File: config.mk
export PLATFORM = sky130hd
export DESIGN_NAME = uart_rx_bit_sampler
export DESIGN_NICKNAME = d
export VERILOG_FILES = /design/src/rtl/uart_rx_bit_sampler.sv
export SDC_FILE = /design/constraint.sdc
export NUM_CORES = 1
export LEC_CHECK = 0
export CORE_AREA = 2 2 80 51
export DETAILED_ROUTE_END_ITERATION = 8
export DIE_AREA = 0 0 82 53
export PLACE_DENSITY_LB_ADDON = 0.08
export SLEW_MARGIN = 30
export SYNTH_ARGS = -nofsm -noshare
export SYNTH_HDL_FRONTEND = slang
export SYNTH_SLANG_ARGS = --single-unit
export TNS_END_PERCENT = 10
File: constraint.sdc
create_clock -name CLK -period 1.6 [get_ports CLK]
set_input_delay 0.16 -clock CLK [delete_from_list [all_inputs] [get_ports CLK]]
set_output_delay 0.16 -clock CLK [all_outputs]
set_load 0.1 [all_outputs]
File: src/rtl/uart_rx_bit_sampler.sv
// UART receive front end: synchronises rx, times each bit from the start-bit edge,
// strobes every data bit out, assembles the character and flags bad stop bits.
module uart_rx_bit_sampler #(
  parameter int CLKS_PER_BIT = 868,
  parameter int DATA_BITS    = 8
) (
  input  logic                 CLK,
  input  logic                 RST,
  input  logic                 rx,
  output logic                 bit_valid,
  output logic                 bit_out,
  output logic                 byte_valid,
  output logic [DATA_BITS-1:0] byte_out,
  output logic                 frame_err,
  output logic                 busy,
  output logic [2:0]           fsm_state
);

  localparam int CW = (CLKS_PER_BIT > 2) ? $clog2(CLKS_PER_BIT) : 1;
  localparam int IW = (DATA_BITS > 1) ? $clog2(DATA_BITS) : 1;

  localparam logic [CW-1:0] CNT_LAST = CW'(CLKS_PER_BIT - 1);
  localparam logic [CW-1:0] CNT_HALF = CW'(CLKS_PER_BIT / 2 - 1);
  localparam logic [IW-1:0] IDX_LAST = IW'(DATA_BITS - 1);

  localparam logic [2:0] S_IDLE  = 3'd0;
  localparam logic [2:0] S_START = 3'd1;
  localparam logic [2:0] S_DATA  = 3'd2;
  localparam logic [2:0] S_STOP  = 3'd3;
  localparam logic [2:0] S_BRK   = 3'd4;

  logic                 rx_meta;
  logic                 rx_s;
  logic [2:0]           state;
  logic [CW-1:0]        cnt;
  logic [IW-1:0]        idx;
  logic [DATA_BITS-1:0] shreg;
  logic [DATA_BITS-1:0] shreg_next;

  // bit_valid, byte_valid and frame_err are single-cycle strobes with no
  // back-pressure: the consumer must take them in the cycle they are high.
  // bit_out and byte_out hold their last strobed value between strobes.

  // LSB-first: each new bit enters at the top and the register shifts right.
  always_comb begin
    shreg_next                = shreg >> 1;
    shreg_next[DATA_BITS-1]   = rx_s;
  end

  always_ff @(posedge CLK) begin
    if (RST) begin
      rx_meta    <= 1'b1;
      rx_s       <= 1'b1;
      state      <= S_IDLE;
      cnt        <= '0;
      idx        <= '0;
      shreg      <= '0;
      bit_valid  <= 1'b0;
      bit_out    <= 1'b0;
      byte_valid <= 1'b0;
      byte_out   <= '0;
      frame_err  <= 1'b0;
    end else begin
      rx_meta    <= rx;
      rx_s       <= rx_meta;
      bit_valid  <= 1'b0;
      byte_valid <= 1'b0;
      frame_err  <= 1'b0;
      case (state)
        S_IDLE: begin
          if (!rx_s) begin
            state <= S_START;
            cnt   <= '0;
          end
        end
        S_START: begin
          if (cnt == CNT_HALF) begin
            cnt <= '0;
            if (rx_s) begin
              state <= S_IDLE;
            end else begin
              state <= S_DATA;
              idx   <= '0;
            end
          end else begin
            cnt <= cnt + CW'(1);
          end
        end
        S_DATA: begin
          if (cnt == CNT_LAST) begin
            cnt       <= '0;
            bit_out   <= rx_s;
            bit_valid <= 1'b1;
            shreg     <= shreg_next;
            if (idx == IDX_LAST) begin
              state <= S_STOP;
            end else begin
              idx <= idx + IW'(1);
            end
          end else begin
            cnt <= cnt + CW'(1);
          end
        end
        S_STOP: begin
          // Leaving mid-stop-bit lets a start bit with no idle gap be caught.
          if (cnt == CNT_LAST) begin
            cnt <= '0;
            if (rx_s) begin
              byte_valid <= 1'b1;
              byte_out   <= shreg;
              state      <= S_IDLE;
            end else begin
              frame_err <= 1'b1;
              state     <= S_BRK;
            end
          end else begin
            cnt <= cnt + CW'(1);
          end
        end
        S_BRK: begin
          // A line held low after a bad stop bit must not look like a start bit.
          if (rx_s) begin
            state <= S_IDLE;
            cnt   <= '0;
          end
        end
        default: begin
          state <= S_IDLE;
          cnt   <= '0;
        end
      endcase
    end
  end

  assign busy      = (state != S_IDLE);
  assign fsm_state = state;

endmodule
### After elaboration in Yosys (flattened, before gate mapping)

Cells that the tools add are included.

* bits in registers: 38
* input bits: 3
* output and inout bits: 16
* word-level logic and storage cells: 64

* add/sub/neg operators: 2
* eq/ne operators: 15
* muxes and demuxes: 22
* bitwise logic cells: 3
* reductions and logical operators: 11

Operators with widths (number)
* 10-bit 2-to-1 mux: 4
* 10-bit case mux with 4 select lines: 1
* 3-bit 2-to-1 mux: 11
* 2-bit != test, second input constant: 8
* 3-bit case mux with 5 select lines: 1
* 10-bit by 1-bit adder with 10-bit output, second input constant: 1
* 10-bit == test, second input constant: 1
* 10-bit by 9-bit == test with 1-bit output, second input constant: 1
* 3-bit by 2-bit == test with 1-bit output, second input constant: 2
* 3-bit == test, second input constant: 2
* 3-bit case mux with 2 select lines: 1
* 6-bit AND reduction: 1
* 5-bit AND reduction: 1
* 2-bit AND reduction: 2
* 2-bit OR reduction: 2
* 3-bit by 1-bit adder with 3-bit output, second input constant: 1
* 3-bit by 1-bit == test with 1-bit output, second input constant: 1
* 3-bit logical NOT: 1
* 1-bit 2-to-1 mux: 3
* 1-bit inverter: 3
* 3-bit AND reduction: 1
* 3-bit nonzero test: 1
* 3-bit OR reduction: 1
* 2-bit 2-to-1 mux: 1
* 2-bit nonzero test: 1

### Longest topological paths before layout

* depth after elaboration: 4
* depth in mapped cells: 7
* depth with buffers taken out: 7

### Worst setup path before layout

No wires, ideal clock.

* path type: flip-flop to flip-flop
* start: reg state[1], in the netlist fsm_state[1]
* end: reg byte_out[7]
* library setup time: 0.128 ns
* arrival time: 2.232 ns
* data required time: 1.472 ns
* setup slack: -0.760 ns
* cell stages (with the launch flop): 7
* path buffers: 1
* period minus slack after synthesis: 2.360 ns
* cells stage by stage: dfxtp_1 buf_4 nor2b_1 nand3_1 nor2_4 mux2i_1 nor2_1

* word-level cells in the longest chain between the ends: 2

RTL lines
* start, declared: RTL line 34 `logic [2:0] state;`
* start signal, assigned: RTL line 54 `state <= S_IDLE;`
* start signal, assigned: RTL line 72 `state <= S_START;`
* start signal, assigned: RTL line 80 `state <= S_IDLE;`
* 3-bit by 2-bit == test with 1-bit output: RTL line 69 `case (state)`
* 3-bit AND reduction (no source line)
* end signal, assigned: RTL line 110 `byte_out <= shreg;`
* end, declared: RTL line 13 `output logic [DATA_BITS-1:0] byte_out,`

No other way between the ends.
A chain may end at the register's enable or synchronous reset.

### Worst setup path in the final report

* start: reg cnt[8]
* end: reg state[2], in the netlist fsm_state[2]

* word-level cells in the longest chain between the ends: 3
* elaborated cells on any way between the ends: 6
* classes of those cells: eq/ne (5); reduce/logical (1)

RTL lines
* start, declared: RTL line 35 `logic [CW-1:0] cnt;`
* start signal, assigned: RTL line 86 `cnt <= cnt + CW'(1);`
* start signal, assigned: RTL line 101 `cnt <= cnt + CW'(1);`
* start signal, assigned: RTL line 117 `cnt <= cnt + CW'(1);`
* 10-bit == test / 10-bit by 9-bit == test with 1-bit output (equally long branches): RTL line 90, 106, 77
* 2-bit != test (no source line)
* 6-bit AND reduction (no source line) *
* end signal, assigned: RTL line 96 `state <= S_STOP;`
* end signal, assigned: RTL line 111 `state <= S_IDLE;`
* end signal, assigned: RTL line 114 `state <= S_BRK;`

Every way passes the cells marked *; elsewhere a longest branch is shown, timed or not.

==> impl_metrics.ini <==
[power_and_ir_drop]
p_leak_nw = 0.999
power.ir.vdd_worst_uv = 612
power.internal_mw = 1.32
power_per_cell_area_nw_per_um2 = 686
comb_power_share_pct = 12.0
fin_total_pwr_mw = 1.78
clockPowerShare_pct = 35.5
netSwitchingFraction_pct = 25.7
p_sw_uw = 457
share_seq_of_total_power_pct = 52.5

[critical_path]
cpMaxStageDelayCell = or3b_4
worstSetupEndpointType = flop
worst_path_dominant_cell_family = compound AO/OA/AOI/OAI gates
required_ns = 1.78
worst-path-buf-inv = 0
crit_path_max_fanout = 6
critical_path.cell_chain = or3b_4 > o31a_1 > a21oi_4 > o21ai_2 > a31o_1
cpPeakStageDelay_ns = 0.40
critPathArrivalTime_ns = 1.90
startpoint_type = flop
crit_type = reg2reg

[clocking]
numCtsBuffers = 5
cts.sinks = 37
tritoncts_clock_tree = built
hold_buffers = 0
cts-htree-levels = 2
cts.root.buffer_cell = clkbuf_8
worstSkewPairLatency_ns = 0.29
clock_path_buffers = 2
cts.reportedPaths.clkPinSlew_ns = 0.08

[place]
gp_congestion = 0.902
port_buffers = 18
hpwlAfterDp_mm = 3.07

[logic_synthesis]
synth-edff-count = 0
synth-xor-area-share_pct = 0.515
synth_top_family_by_area = simple AND/OR/NAND/NOR gates
synthesis.area_um2 = 1700
yosys.area_share.adder_pct = 2.95
synth_area_leader_cell = dfxtp_1
top_cells_by_instance_count_after_synthesis = dfxtp_1 (37), nor2_1 (25), mux2i_1 (16), nand2_1 (13), a21oi_1 (9)
share_of_async_settable_or_async_resettable_flops_after_synthesis_pct = 0
count_of_state_elements_after_synthesis = 37
synth_cell_type_count = 44
ys_dominant_reg_cell = dfxtp_1
seq_area_frac_synth_pct = 43.6
synth_top_area_share_pct = 43.6
synth.net_count = 189
synth-simple-area-share_pct = 25.0
synthTopCellsByArea = dfxtp_1 (44%), mux2i_1 (9.4%), nor2_1 (5.5%)
synth_compound_area_share_pct = 15.5
synth.yosys.warnings = 0
top_count_cell_post_synth = dfxtp_1
synthMuxAreaShare_pct = 9.43
synth.avg_cell_area_um2 = 9.34
synthesized_instance_count = 182

[layout]
register_area_um2 = 759
final_net_count = 244
synthToLayoutAreaGrowth_pct = 52.4
fillerInstances = 249
multi_input_area_um2 = 1020
num_antenna_cells = 0
proportion_of_layout_cells_with_a_drive_suffix_above_1_pct = 40.8

[floorplan]
core_region_area_um2 = 3570
die_height_um = 53
die_w_um = 82
rows = 17
dieArea_um2 = 4350
io-pin-count = 19
start_util_pct = 47.5

[global_route]
grt_start_max_net_pins = 15
grt_usage_pct = 21.5
grt_antenna_before_repair = 0
first_global_vias = 1463
grt_pass1_wl_mm = 6.80
globalRoute.totalOverflow = 0

[routing]
final_wl_mm = 4.16
detailroute.via_count = 1565
first_iter_violations = 140
detail_route.wl_per_cell_um = 14.6
vias_per_cell = 5.49
routed_met2_length_mm = 1.76
m1WireLength_mm = 2.02
drt_pass1_iterations = 6
postRouteAntennaNets = 0
post-route-drc-count = 0
dr_wl_met3_um = 329
maxUsedRoutingLayer = met4

[sta]
finalSetupTns_ns = -1.49
post-route-period-util_pct = 107
slew_headroom_pct = 71.3
slew_violations = 0
worst_slew_pin_slew_ns = 0.427
fmaxAchievable_mhz = 582
fin_skew_ns = 0.00628
rsz0062_at_grt = yes
setup-violations-final = 23
layout_min_cycle_time_ns = 1.72
finalHoldViolations = 0
finalWorstSetupSlack_ns = -0.119

[run]
number_of_max_cap_violations = 0

[status]
status = finished with violations
violations = negative setup slack

[worst_hold_path]
hold_class = reg2reg
worst paths after layout:
check             startpoint           end  slack, ns  cells after the start
setup / recovery      cnt[8]  fsm_state[2]      -0.12                      5
hold / removal       rx_meta          rx_s       0.41                      1
setup reg to reg      cnt[8]  fsm_state[2]      -0.12                      5
hold reg to reg      rx_meta          rx_s       0.41                      1
power groups by stage:
stage,sequential [mW],clock [mW],combinational [mW]
after floorplan,0.968,0,0.0890
final,0.933,0.630,0.213
after global routing,0.934,0.690,0.226
after global placement,0.953,0,0.174
after detailed placement,0.953,0,0.175
after CTS,0.933,0.645,0.192
repair_timing:
item,in CTS,in global routing
setup buffers,2,4
gates resized for setup,19,10
pin swaps,9,12
cloned,1,0
endpoints found under the setup margin,33,33
cell type report:
cell class / instances / share of cell area [%]
Clock inverter: 2 / 0.386
Timing Repair Buffer: 54 / 24.9
Multi-Input combinational cell: 134 / 39.6
Tap cell: 47 / 2.27
Sequential cell: 37 / 29.3
Clock buffer: 6 / 2.80
Inverter: 5 / 0.725
sequential cells by signal, indices dropped and copies added, names as in the netlist, 3 cells and up:
signal,cells
cnt,10
shreg,8
idx,3
fsm_state,3
byte_out,8
stage by stage:
step / hold slack (ns) / cell area (um2) / util, % / worst slack (ns) / std cells
after detailed placement: 0.398 / 2350 / 65.7 / -0.193 / 271
final: 0.412 / 2590 / 72.5 / -0.119 / 285
after CTS: 0.416 / 2520 / 70.6 / -0.102 / 281
after global placement: 0.393 / 2350 / 65.7 / -0.164 / 271
after floorplan: 0.249 / 1740 / - / -0.170 / 182
after global routing: 0.434 / 2590 / 72.5 / -0.198 / 285
cells in the final DEF (no fill, tap or decap), drive strengths merged, types with 2 or more instances in the layout:
master	n
nor2	27
a211oi	3
nand3	9
ha	4
nor3	3
nor3b	6
nand2	13
nand2b	3
buf	52
clkinv	2
a31oi	7
dfxtp	37
o21ai	6
and2	2
or3	4
clkdlybuf4s50	2
nand4	2
a21oi	12
clkbuf	6
mux2i	16
inv	5
or2	2
logic make-up (layout without fill, tap and decap cells):
kind of cell               Yosys count  count (layout)
DFF                                 37              37
adders and majority gates            4               4
xor gates and xnor gates             1               1
buffers and inverters               12              67
muxes                               16              16
AOI/OAI and AO/OA                   35              36
and+or+nand+nor                     77              77
layer usage:
metal  up-vias  track usage, %
met5         -               0
met4         0            6.67
met3         7            7.34
met2        55            29.9
met1       742            30.8
li1        761               -
No activity file was read; power rests on OpenSTA's default activity.
